## src/rtl/instr_queue_if.sv

```systemverilog
// Fetch-to-decode instruction queue bus.
// slave  : queue side (takes fetcher push, flush and decode ready; returns head entry and status)
// master : environment side (fetcher, control unit and decode as seen by the queue)
interface instr_queue_if #(
  parameter int unsigned bits  = 32,
  parameter int unsigned DEPTH = 4
);
  localparam int unsigned CW = $clog2(DEPTH) + 1;

  logic            in_valid;
  logic [bits-1:0] in_instr;
  logic [bits-1:0] in_pc;
  logic            in_ready;
  logic            fetch_en;
  logic            flush;
  logic            out_valid;
  logic [bits-1:0] out_instr;
  logic [bits-1:0] out_pc;
  logic            dec_ready;
  logic [CW-1:0]   count;
  logic            overflow;

  modport slave (
    input  in_valid, in_instr, in_pc, flush, dec_ready,
    output in_ready, fetch_en, out_valid, out_instr, out_pc, count, overflow
  );

  modport master (
    output in_valid, in_instr, in_pc, flush, dec_ready,
    input  in_ready, fetch_en, out_valid, out_instr, out_pc, count, overflow
  );
endinterface

```

## src/rtl/instr_queue.sv

```systemverilog
// Instruction queue between fetcher and decode.
// Buffers up to DEPTH {instr, pc} pairs in FIFO order with a first-word-fall-through
// head, throttles the fetcher via fetch_en, and drops all contents on flush.
// Ports:
//   clk  - clock, rising edge
//   rst  - asynchronous active-low reset
//   q    - instr_queue_if.slave: push (in_*), pop (out_*, dec_ready), flush,
//          fetch_en, count and sticky overflow
module instr_queue #(
  parameter int unsigned bits  = 32,
  parameter int unsigned DEPTH = 4
) (
  input  logic         clk,
  input  logic         rst,
  instr_queue_if.slave q
);

  localparam int unsigned PW = $clog2(DEPTH);
  localparam int unsigned CW = PW + 1;
  localparam logic [bits-1:0] NOP = bits'(32'h0000_0013);

  logic [bits-1:0] instr_mem [DEPTH];
  logic [bits-1:0] pc_mem    [DEPTH];

  logic [PW-1:0] wr_ptr;
  logic [PW-1:0] rd_ptr;
  logic [CW-1:0] count_q;
  logic [CW-1:0] count_n;
  logic          in_ready_q;
  logic          fetch_en_q;
  logic          out_valid_q;
  logic          overflow_q;
  logic          push_c;
  logic          pop_c;

  // Flush overrides both handshakes in the same cycle.
  assign push_c = q.in_valid & in_ready_q & ~q.flush;
  assign pop_c  = out_valid_q & q.dec_ready & ~q.flush;

  // Next occupancy.
  always_comb begin
    count_n = count_q;
    if (q.flush) begin
      count_n = '0;
    end else if (push_c && !pop_c) begin
      count_n = count_q + CW'(1);
    end else if (pop_c && !push_c) begin
      count_n = count_q - CW'(1);
    end
  end

  // Pointers, occupancy and status flags; flags are precomputed from next count
  // so they stay registered yet track count exactly.
  always_ff @(posedge clk or negedge rst) begin
    if (!rst) begin
      wr_ptr      <= '0;
      rd_ptr      <= '0;
      count_q     <= '0;
      in_ready_q  <= 1'b1;
      fetch_en_q  <= 1'b1;
      out_valid_q <= 1'b0;
      overflow_q  <= 1'b0;
    end else begin
      count_q <= count_n;
      if (q.flush) begin
        wr_ptr <= '0;
        rd_ptr <= '0;
      end else begin
        if (push_c) wr_ptr <= wr_ptr + PW'(1);
        if (pop_c)  rd_ptr <= rd_ptr + PW'(1);
      end
      in_ready_q  <= (count_n != CW'(DEPTH));
      // One slot stays reserved for the response already in flight.
      fetch_en_q  <= (count_n <= CW'(DEPTH - 2));
      out_valid_q <= (count_n != '0);
      // Any word offered while full is lost, flush or not; sticky until reset.
      if (q.in_valid && !in_ready_q) overflow_q <= 1'b1;
    end
  end

  // Storage is not reset; reads are masked while empty.
  always_ff @(posedge clk) begin
    if (push_c) begin
      instr_mem[wr_ptr] <= q.in_instr;
      pc_mem[wr_ptr]    <= q.in_pc;
    end
  end

  assign q.in_ready  = in_ready_q;
  assign q.fetch_en  = fetch_en_q;
  assign q.out_valid = out_valid_q;
  assign q.count     = count_q;
  assign q.overflow  = overflow_q;
  assign q.out_instr = out_valid_q ? instr_mem[rd_ptr] : NOP;
  assign q.out_pc    = out_valid_q ? pc_mem[rd_ptr]    : '0;

endmodule

```

## src/flat_wrapper.sv

```systemverilog
// flat-port wrapper written by rule: the top's interface ports become plain ports
module instr_queue_flat 
#(
  parameter int unsigned bits  = 32,
  parameter int unsigned DEPTH = 4
)
  (clk, rst, q_in_valid, q_in_instr, q_in_pc, q_flush, q_dec_ready, q_in_ready, q_fetch_en, q_out_valid, q_out_instr, q_out_pc, q_count, q_overflow);
  instr_queue_if #(.bits(bits), .DEPTH(DEPTH)) q_i ();
  input  logic clk;
  input  logic rst;
  input wire logic [$bits(q_i.in_valid)-1:0] q_in_valid;
  input wire logic [$bits(q_i.in_instr)-1:0] q_in_instr;
  input wire logic [$bits(q_i.in_pc)-1:0] q_in_pc;
  input wire logic [$bits(q_i.flush)-1:0] q_flush;
  input wire logic [$bits(q_i.dec_ready)-1:0] q_dec_ready;
  output wire logic [$bits(q_i.in_ready)-1:0] q_in_ready;
  output wire logic [$bits(q_i.fetch_en)-1:0] q_fetch_en;
  output wire logic [$bits(q_i.out_valid)-1:0] q_out_valid;
  output wire logic [$bits(q_i.out_instr)-1:0] q_out_instr;
  output wire logic [$bits(q_i.out_pc)-1:0] q_out_pc;
  output wire logic [$bits(q_i.count)-1:0] q_count;
  output wire logic [$bits(q_i.overflow)-1:0] q_overflow;
  assign q_i.in_valid = q_in_valid;
  assign q_i.in_instr = q_in_instr;
  assign q_i.in_pc = q_in_pc;
  assign q_i.flush = q_flush;
  assign q_i.dec_ready = q_dec_ready;
  assign q_in_ready = q_i.in_ready;
  assign q_fetch_en = q_i.fetch_en;
  assign q_out_valid = q_i.out_valid;
  assign q_out_instr = q_i.out_instr;
  assign q_out_pc = q_i.out_pc;
  assign q_count = q_i.count;
  assign q_overflow = q_i.overflow;
  instr_queue #(.bits(bits), .DEPTH(DEPTH)) u_core (.clk(clk), .rst(rst), .q(q_i));
endmodule
```

## config.mk

```make
export PLATFORM = sky130hd
export DESIGN_NAME = instr_queue_flat
export DESIGN_NICKNAME = d
export VERILOG_FILES = /design/src/rtl/instr_queue_if.sv /design/src/rtl/instr_queue.sv /design/src/flat_wrapper.sv
export SDC_FILE = /design/constraint.sdc
export NUM_CORES = 1
export LEC_CHECK = 0
export BUFFER_PORTS_ARGS = -buffer_cell sky130_fd_sc_hd__buf_2
export CAP_MARGIN = 20
export CORE_ASPECT_RATIO = 1.4
export CORE_MARGIN = 3
export CORE_UTILIZATION = 57
export CTS_BUF_LIST = sky130_fd_sc_hd__clkbuf_4 sky130_fd_sc_hd__clkbuf_8 sky130_fd_sc_hd__clkbuf_16
export CTS_CLUSTER_SIZE = 30
export DETAILED_ROUTE_END_ITERATION = 8
export PLACE_DENSITY_LB_ADDON = 0.08
export SYNTH_ARGS = -nofsm -noshare
export SYNTH_HDL_FRONTEND = slang
export SYNTH_SLANG_ARGS = --single-unit
```

## constraint.sdc

```tcl
create_clock -name clk -period 4.04 [get_ports clk]
set_clock_uncertainty 0.15 [all_clocks]
set_input_delay 0.404 -clock clk [delete_from_list [all_inputs] [get_ports clk]]
set_output_delay 0.404 -clock clk [all_outputs]
set_load 0.005 [all_outputs]
```

== Word-level counts from Yosys, hierarchy flattened ==
Memories as Yosys holds them, arrays and structs flattened.
Cells that the tools add are included.
Word-level totals
  input port bits: 69
  logic and storage cells: 40
  memories: 2
  output and inout bits: 71
  register bits: 11
  memory bits (writable): 256
Memories
  u_core.instr_mem: depth 4, bits a word 32, read ports 1, clocked after Yosys merged registers in 0, write ports 1, RTL line instr_queue.sv:22  | logic [bits-1:0] instr_mem [DEPTH];
  u_core.pc_mem: depth 4, bits a word 32, read ports 1, clocked after Yosys merged registers in 0, write ports 1, RTL line instr_queue.sv:23  | logic [bits-1:0] pc_mem [DEPTH];
Cells by class
  bitwise operators: 5
  reduce and logical (&&, ||, !) cells: 9
  eq/ne operators: 1
  $add $sub $neg: 4
  multiplexer cells: 11
  $lt $le $gt $ge: 1
Operators with widths (count)
  2-to-1 mux 32 bit: 2
  2-to-1 mux 3 bit: 3
  2-to-1 mux 2 bit: 4
  adder 2 x 1 -> 2 bit, second input constant: 2
  bitwise AND 1 bit: 4
  nonzero test 2 bit: 2
  adder 3 x 1 -> 3 bit, second input constant: 1
  <= comparator 3 x 2 -> 1 bit, second input constant: 1
  logical AND 1 bit: 3
  zero test 1 bit: 3
  inequality test 3 bit, second input constant: 1
  nonzero test 3 bit: 1
  subtractor 3 x 1 -> 3 bit, second input constant: 1
  2-to-1 mux 1 bit: 2
  inverter 1 bit: 1

== Longest topological paths before layout ==
Gate-level depths: netlist of the first run.
  depth in word-level cells: 8
  depth in mapped cells: 6
  gate-level depth less buffers: 6

== Worst setup path after synthesis of the first run ==
OpenSTA, ideal clock, no wires.
  path kind: register -> register
  from: register u_core.in_ready_q (netlist: u_core.q.in_ready)
  to: memory u_core.instr_mem[0][0], enable pin
  buffers on the path: 2
  clock period less this slack: 3.121 ns
  arrival time: 2.542 ns
  data required time: 3.461 ns
  path slack: 0.919 ns
  setup time: 0.429 ns
  cell stages (with the launch flop): 5
  path through: dfstp_2 > and2_4 > buf_6 > buf_2 > and3_1
Between the ends
  word-level cells in the longest chain between the ends: 4
RTL lines
  start: declaration: RTL line instr_queue.sv:29  | logic in_ready_q;
  start signal: assignment: RTL line instr_queue.sv:72  | in_ready_q <= (count_n != CW'(DEPTH));
  bitwise AND 1 bit (2 in series): RTL line instr_queue.sv:37  | assign push_c = q.in_valid & in_ready_q & ~q.flush;
  2-to-1 mux 1 bit: RTL line instr_queue.sv:83  | if (push_c) begin
  2-to-1 mux 1 bit (implied by the code): RTL line instr_queue.sv:84  | instr_mem[wr_ptr] <= q.in_instr;
  end: declaration: RTL line instr_queue.sv:22
Every way passes these cells.

== Final worst setup path of the first run ==
  from: register u_core.rd_ptr[0]
  to: output port q_out_instr[17]
Between the ends
  word-level cells in the longest chain between the ends: 2
RTL lines
  start: declaration: RTL line instr_queue.sv:26  | logic [PW-1:0] rd_ptr;
  start signal: assignment: RTL line instr_queue.sv:70  | if (pop_c) rd_ptr <= rd_ptr + PW'(1);
  memory (4 x 32 bit)
  2-to-1 mux 32 bit: RTL line instr_queue.sv:94  | assign q.out_instr = out_valid_q ? instr_mem[rd_ptr] : NOP;
  end: declaration: RTL line flat_wrapper.sv:19  | output wire logic [$bits(q_i.out_instr)-1:0] q_out_instr;
Every way passes these cells.

==> results of run 1 <==
==> what timing repair did <==
item / 4_1_cts / 5_1_grt
gates resized for setup: 0 / 0
setup endpoints to repair: 0 / 0
hold buffers: 66 / 0
endpoints found under the hold margin: 268 / 0
==> per-layer routing <==
| layer | vias up | global-route usage |
|---|---|---|
| met3 | 28 | 0.0317 |
| met2 | 152 | 0.348 |
| li1 | 2334 | - |
| met1 | 2651 | 0.251 |
| met5 | - | 0 |
| met4 | 0 | 0.0578 |
==> sequential cells by signal, indices dropped and copies added, names as in the netlist <==
signal	count
u_core.wr_ptr	2
u_core.q.out_valid	1
u_core.q.in_ready	1
u_core.q.count	3
u_core.pc_mem	128
u_core.rd_ptr	2
u_core.q.overflow	1
u_core.instr_mem	128
u_core.q.fetch_en	1
==> cell type report <==
cell class	instances	share of cell area
clock buffers	33	0.0541
well taps	236	0.0233
inverters	6	0.00178
multi-input cells	178	0.176
flip-flops and latches	267	0.629
repair buffers	208	0.110
clock inverters	11	0.00583
==> power breakdown <==
| group | switching (W) | total (W) | internal (W) | leakage (nW) |
|---|---|---|---|---|
| Sequential | 0.000156 | 0.00334 | 0.00318 | 2.46 |
| Combinational | 0.000450 | 0.00104 | 0.000586 | 1.60 |
| Clock | 0.000909 | 0.00216 | 0.00125 | 0.378 |
==> logic make-up (layout without fill, tap and decap cells) <==
family,Yosys count,after routing,share of synthesized area
flip-flops,267,267,0.769
AND/OR/NAND/NOR,90,90,0.0512
multiplexers,65,65,0.140
buffers and inverters,31,258,0.0174
AO/OA/AOI/OAI,10,10,0.00677
XOR/XNOR,7,7,0.00774
adder cells (fa/ha/maj),6,6,0.00725
==> critical path, stage by stage (launching register included) <==
cell     delay (ns)
dfrtp_4        0.93
buf_4          0.37
mux4_2         0.54
and2_1         0.17
buf_2          0.12
==> cell usage after synthesis (2+ instances only) <==
| cell | n | area, µm² |
|---|---|---|
| edfxtp_1 | 256 | 7690 |
| mux4_2 | 64 | 1440 |
| and2_1 | 62 | 388 |
| buf_2 | 9 | 45.0 |
| clkbuf_1 | 9 | 33.8 |
| dfrtp_1 | 9 | 225 |
| buf_6 | 7 | 78.8 |
| nand2_1 | 7 | 26.3 |
| ha_1 | 6 | 75.1 |
| inv_1 | 6 | 22.5 |
| nor2_1 | 6 | 22.5 |
| and3_1 | 5 | 31.3 |
| xnor2_1 | 4 | 35.0 |
| nand2b_1 | 3 | 18.8 |
| a21oi_1 | 2 | 10.0 |
| dfstp_2 | 2 | 52.6 |
| nand3_1 | 2 | 10.0 |
| nor3_1 | 2 | 10.0 |
| o21ai_0 | 2 | 10.0 |
| xor2_1 | 2 | 17.5 |
==> stage by stage <==
stage	instances	hold WS [ns]	setup slack (ns)	power [W]	instance area, µm²
after floorplan	476	-0.0416	0.919	0.00400	10400
after global placement	829	0.137	1.29	0.00438	11200
after detailed placement	829	0.139	1.29	0.00441	11200
after CTS	939	0.0237	0.722	0.00662	12700
after global routing	939	0.0480	0.608	0.00683	12700
final	939	0.0436	0.826	0.00653	12700
==> final timing paths <==
path / to / slack (ns) / cells after the start
worst max-delay path: q_out_instr[17] / 0.83 / 4
worst min-delay path: u_core.wr_ptr[1] / 0.04 / 2
worst max register to register: u_core.pc_mem[3][19] / 1.72 / 2
worst min register to register: u_core.q.overflow / 0.32 / 1
max in group asynchronous: u_core.q.fetch_en / 3.31 / 2
min in group asynchronous: u_core.q.count[1] / 0.17 / 2
==> results.json, run 1 <==
{
  "antenna_found_initial": 0,
  "via_per_inst": 5.50,
  "ant_nets": 0,
  "maxUsedRoutingLayer": "met4",
  "antenna_cells": 0,
  "yosysWarnings": 0,
  "grt_pass1_vias": 5641,
  "synth.yosys.seq_area_share": 0.769,
  "rows": 57,
  "numCtsBuffers": 24,
  "tightest_slew_ns": 1.02,
  "min_period_ns": 3.21,
  "synth-seq-cells": 267,
  "clock-sinks": 267,
  "fmax_ghz": 0.311,
  "track_usage": 0.195,
  "finalSetupViolCount": 0,
  "multi_input_area_um2": 2230,
  "grt_max_degree": 66,
  "die_w_um": 120,
  "port_buffers": 139,
  "start_kind": "flop",
  "routed-via-count": 5165,
  "path_max_fanout": 38,
  "drt-initial-drc-count": 283,
  "firstDrtPassIters": 4,
  "synthArstFlopShare": 0.0412,
  "postCtsSetupBuffers": 0,
  "dieArea_um2": 19800,
  "maxCapViolCount": 0,
  "tns_ns": 0,
  "dp_hpwl_um": 10200,
  "clkTransAtPathRegs_ns": 0.06,
  "die_h_um": 165,
  "grt_pass1_wl_um": 29900,
  "final-seq-area_um2": 7970,
  "setup.worst_path.end_class": "primary output",
  "p_leak_nw": 4.43,
  "wl_met2_um": 10100,
  "required_ns": 3.49,
  "hold_viol": 0,
  "ir_drop_mv": 0.433,
  "drc": 0,
  "core_area_um2": 17600,
  "drive_above_1_share": 0.363,
  "wl_per_cell_um": 20.0,
  "cts_max_level": 1,
  "area_growth_pct": 22.4,
  "place_congestion": 0.706,
  "clkLatencyLatePin_ns": 0.51,
  "cts-root-buf": "clkbuf_16",
  "crit_path_start": "u_core.rd_ptr[0]",
  "synth_fp_nets": 551,
  "syn_area_um2": 10400,
  "synth.distinct_cells": 31,
  "num-fill-cells": 1127,
  "utilization": 0.719,
  "hold_class": "input pin to flop",
  "synth_edf_count": 256,
  "met3_wirelength_um": 973,
  "hp-start": "q_flush",
  "syn_inst": 476,
  "cp_data_arrival_time_ns": 2.66,
  "grt.overflow.total": 0,
  "status": "finished clean",
  "ios": 140,
  "power_density_nw_per_um2": 516,
  "avgSynthCellArea_um2": 21.7,
  "final_common_cell": "edfxtp_1",
  "postRouteWirelength_um": 18800,
  "maxSlewHeadroom": 0.318,
  "grt_setup_unrepaired": "no",
  "worstSetupPathType": "flop to primary output",
  "r2r_start": "u_core.q.in_ready",
  "start_util": 0.588,
  "final-max-slew-violation-count": 0,
  "clockBufferDepth": 3,
  "layout_common_cells": "edfxtp_1, buf_2, dlygate4sd3_1, mux4_2, and2_1",
  "synth-main-ff-cell": "edfxtp_1",
  "num-nets-final": 760,
  "wl_met1_um": 7280,
  "period_share": 0.795,
  "cts_tree": "done"
}
Power figures use the tool's default switching activity.
==> run 2: changes to the inputs <==
Settings changed: ABC_AREA set to 1.
Clock period 4.04 ns to 3 ns, I/O delays scaled along.
==> run 2 against run 1 <==
Clock power rose by 31%. Register-to-register slack got worse by 0.98 ns. Core utilization is 0.38 points lower. Via count increased by 34%. Cell area grew 1.6%. Highest routed layer unchanged. Critical path depth rose by 2. Die area is 1.4% higher.
==> results.json, run 2 <==
{
  "synth_commonest_cells": "nor2_1, edfxtp_1, o21ai_0, a21oi_1, clkbuf_1",
  "grt_pass1_wl_um": 36200,
  "hold_class": "input pin to async pin",
  "hold_viol": 0,
  "antenna_found_initial": 0,
  "synth_fp_nets": 903,
  "wl_per_cell_um": 17.5,
  "r2r_start": "u_core.q.in_ready",
  "drive_above_1_share": 0.205,
  "p_comb_frac": 0.142,
  "tns_ns": 0,
  "synth.distinct_cells": 26,
  "avgSynthCellArea_um2": 12.7,
  "yosys.area.top_type": "edfxtp_1",
  "path_max_fanout": 128,
  "multi_input_area_um2": 2260,
  "synth-main-ff-cell": "edfxtp_1",
  "rr_endpoint": "u_core.instr_mem[2][20]",
  "grt_max_degree": 129,
  "synth.yosys.seq_area_share": 0.758,
  "final_common_cell": "edfxtp_1",
  "die_h_um": 167,
  "clkLatencyLatePin_ns": 0.50,
  "clockBufferDepth": 3,
  "antenna_cells": 0,
  "yosysMostFrequentCell": "nor2_1",
  "grt.overflow.total": 0,
  "final-seq-area_um2": 7970,
  "p_leak_nw": 4.77,
  "required_ns": 2.55,
  "ctsResizeCount": 0,
  "via_per_inst": 5.38,
  "r2r_slack_ns": 0.74,
  "cts-root-buf": "clkbuf_16",
  "synth_area_leaders": "edfxtp_1, nor2_1, o21ai_0",
  "internal_power_w": 0.00624,
  "yosysWarnings": 0,
  "setup.worst_path.end_class": "primary output",
  "cp_data_arrival_time_ns": 2.17,
  "final-max-slew-violation-count": 0,
  "synth_edf_count": 256,
  "drc": 0,
  "synth-seq-cells": 267,
  "area_growth_pct": 22.6,
  "finalSetupViolCount": 0,
  "holdBufCountCts": 67,
  "synthArstFlopShare": 0.0412,
  "min_period_ns": 2.62,
  "tightest_slew_ns": 0.601,
  "pwr-share-clk": 0.341,
  "routed-via-count": 6943,
  "numCtsBuffers": 25,
  "period_share": 0.873,
  "dieArea_um2": 20100,
  "swShare": 0.246,
  "power_frac_seq": 0.518,
  "worstSetupPathType": "flop to primary output",
  "clock-sinks": 267,
  "ios": 140,
  "core_area_um2": 18000,
  "ant_nets": 0,
  "dp_hpwl_um": 13000,
  "worstRegToRegCells": 5,
  "cts_max_level": 1,
  "drt-initial-drc-count": 513,
  "layout_common_cells": "edfxtp_1, nor2_1, buf_2, o21ai_0, dlygate4sd3_1",
  "maxSlewHeadroom": 0.599,
  "syn_area_um2": 10500,
  "grt_setup_unrepaired": "no",
  "die_w_um": 121,
  "maxCapViolCount": 0,
  "switchingPower_w": 0.00203,
  "cts_tree": "done",
  "start_util": 0.583,
  "grt_pass1_vias": 7285,
  "num-fill-cells": 1300,
  "ir_drop_mv": 0.531,
  "fmax_ghz": 0.382,
  "firstDrtPassIters": 5,
  "status": "finished clean",
  "start_kind": "flop",
  "track_usage": 0.224,
  "port_buffers": 139,
  "rows": 58,
  "clkTransAtPathRegs_ns": 0.06,
  "num-nets-final": 1108,
  "power_density_nw_per_um2": 642,
  "place_congestion": 0.788,
  "synth_top_area_frac": 0.732,
  "postRouteWirelength_um": 22600,
  "syn_inst": 828,
  "utilization": 0.715,
  "postCtsSetupBuffers": 0
}
-- run 2: cell count changes in the layout (fill, tap and decap cells not counted), moves of 5 or more --
cell,delta
nor2_1,+247
o21ai_0,+129
mux4_2,-64
and2_1,-62
a21oi_1,+61
buf_4,+15
inv_1,+12
nand2_1,+6
clkinv_2,+5
nor2_4,+5
-- run 2: cell families (layout without fill, tap and decap cells) --
logic type | count (synthesis) | count (layout) | share of synthesized area
adder cells (fa/ha/maj) | 6 | 6 | 0.00715
flip-flops | 267 | 267 | 0.758
XOR/XNOR | 2 | 2 | 0.00167
buffers and inverters | 68 | 291 | 0.0288
AO/OA/AOI/OAI | 200 | 200 | 0.0978
AND/OR/NAND/NOR | 285 | 285 | 0.106
-- run 2: stage by stage --
step           total power, W  instances  cell area (µm²)  hold WS [ns]  worst slack (ns)
5_1_grt               0.00861       1291            12900        0.0691             0.221
4_1_cts               0.00833       1291            12900        0.0362             0.357
2_1_floorplan         0.00498        828            10500        -0.146            -0.166
3_5_place_dp          0.00547       1179            11500        0.0321             0.759
3_3_place_gp          0.00543       1179            11500        0.0270             0.797
6_report              0.00827       1291            12900        0.0542             0.380
-- run 2: worst max-delay path by stage --
stage / start / end / slack [ns] / cells after the start
floorplan: u_core.q.in_ready / u_core.instr_mem[0][0] / -0.17 / 4
global placement: u_core.q.in_ready / u_core.instr_mem[2][18] / 0.80 / 5
detailed placement: u_core.q.in_ready / u_core.instr_mem[2][18] / 0.76 / 5
CTS: u_core.rd_ptr[0] / q_out_pc[5] / 0.36 / 5
global route: u_core.rd_ptr[0] / q_out_instr[3] / 0.22 / 6
finish: u_core.rd_ptr[0] / q_out_instr[3] / 0.38 / 6
-- run 2: power groups by stage --
stage / registers, W / logic [W] / clock network, W
after global placement: 0.00435 / 0.00108 / 0
after detailed placement: 0.00436 / 0.00111 / 0
final: 0.00428 / 0.00117 / 0.00282
after floorplan: 0.00435 / 0.000629 / 0
after global routing: 0.00429 / 0.00131 / 0.00301
after CTS: 0.00428 / 0.00119 / 0.00287
-- run 2: worst max-delay path, cell delays in order (launching register included) --
cell     delay, ns
dfrtp_4       0.43
buf_12        0.42
nor2_1        0.12
nor2_1        0.12
o21ai_0       0.09
a21oi_1       0.25
buf_2         0.17
-- run 2: cell type report --
class | count | share of cell area
inverter | 21 | 0.00622
clock buffer | 30 | 0.0515
sequential | 267 | 0.619
timing repair buffer | 225 | 0.119
tap | 240 | 0.0233
clock inverter | 15 | 0.00496
multi-input combinational | 493 | 0.176
-- run 2: metal layers --
metal  routed length [µm]  track usage  share of wire
met3                 1100       0.0357          0.049
met4                  595       0.0799          0.026
met5                    0            0              0
met1                 9040        0.283           0.40
met2                11900        0.392           0.53
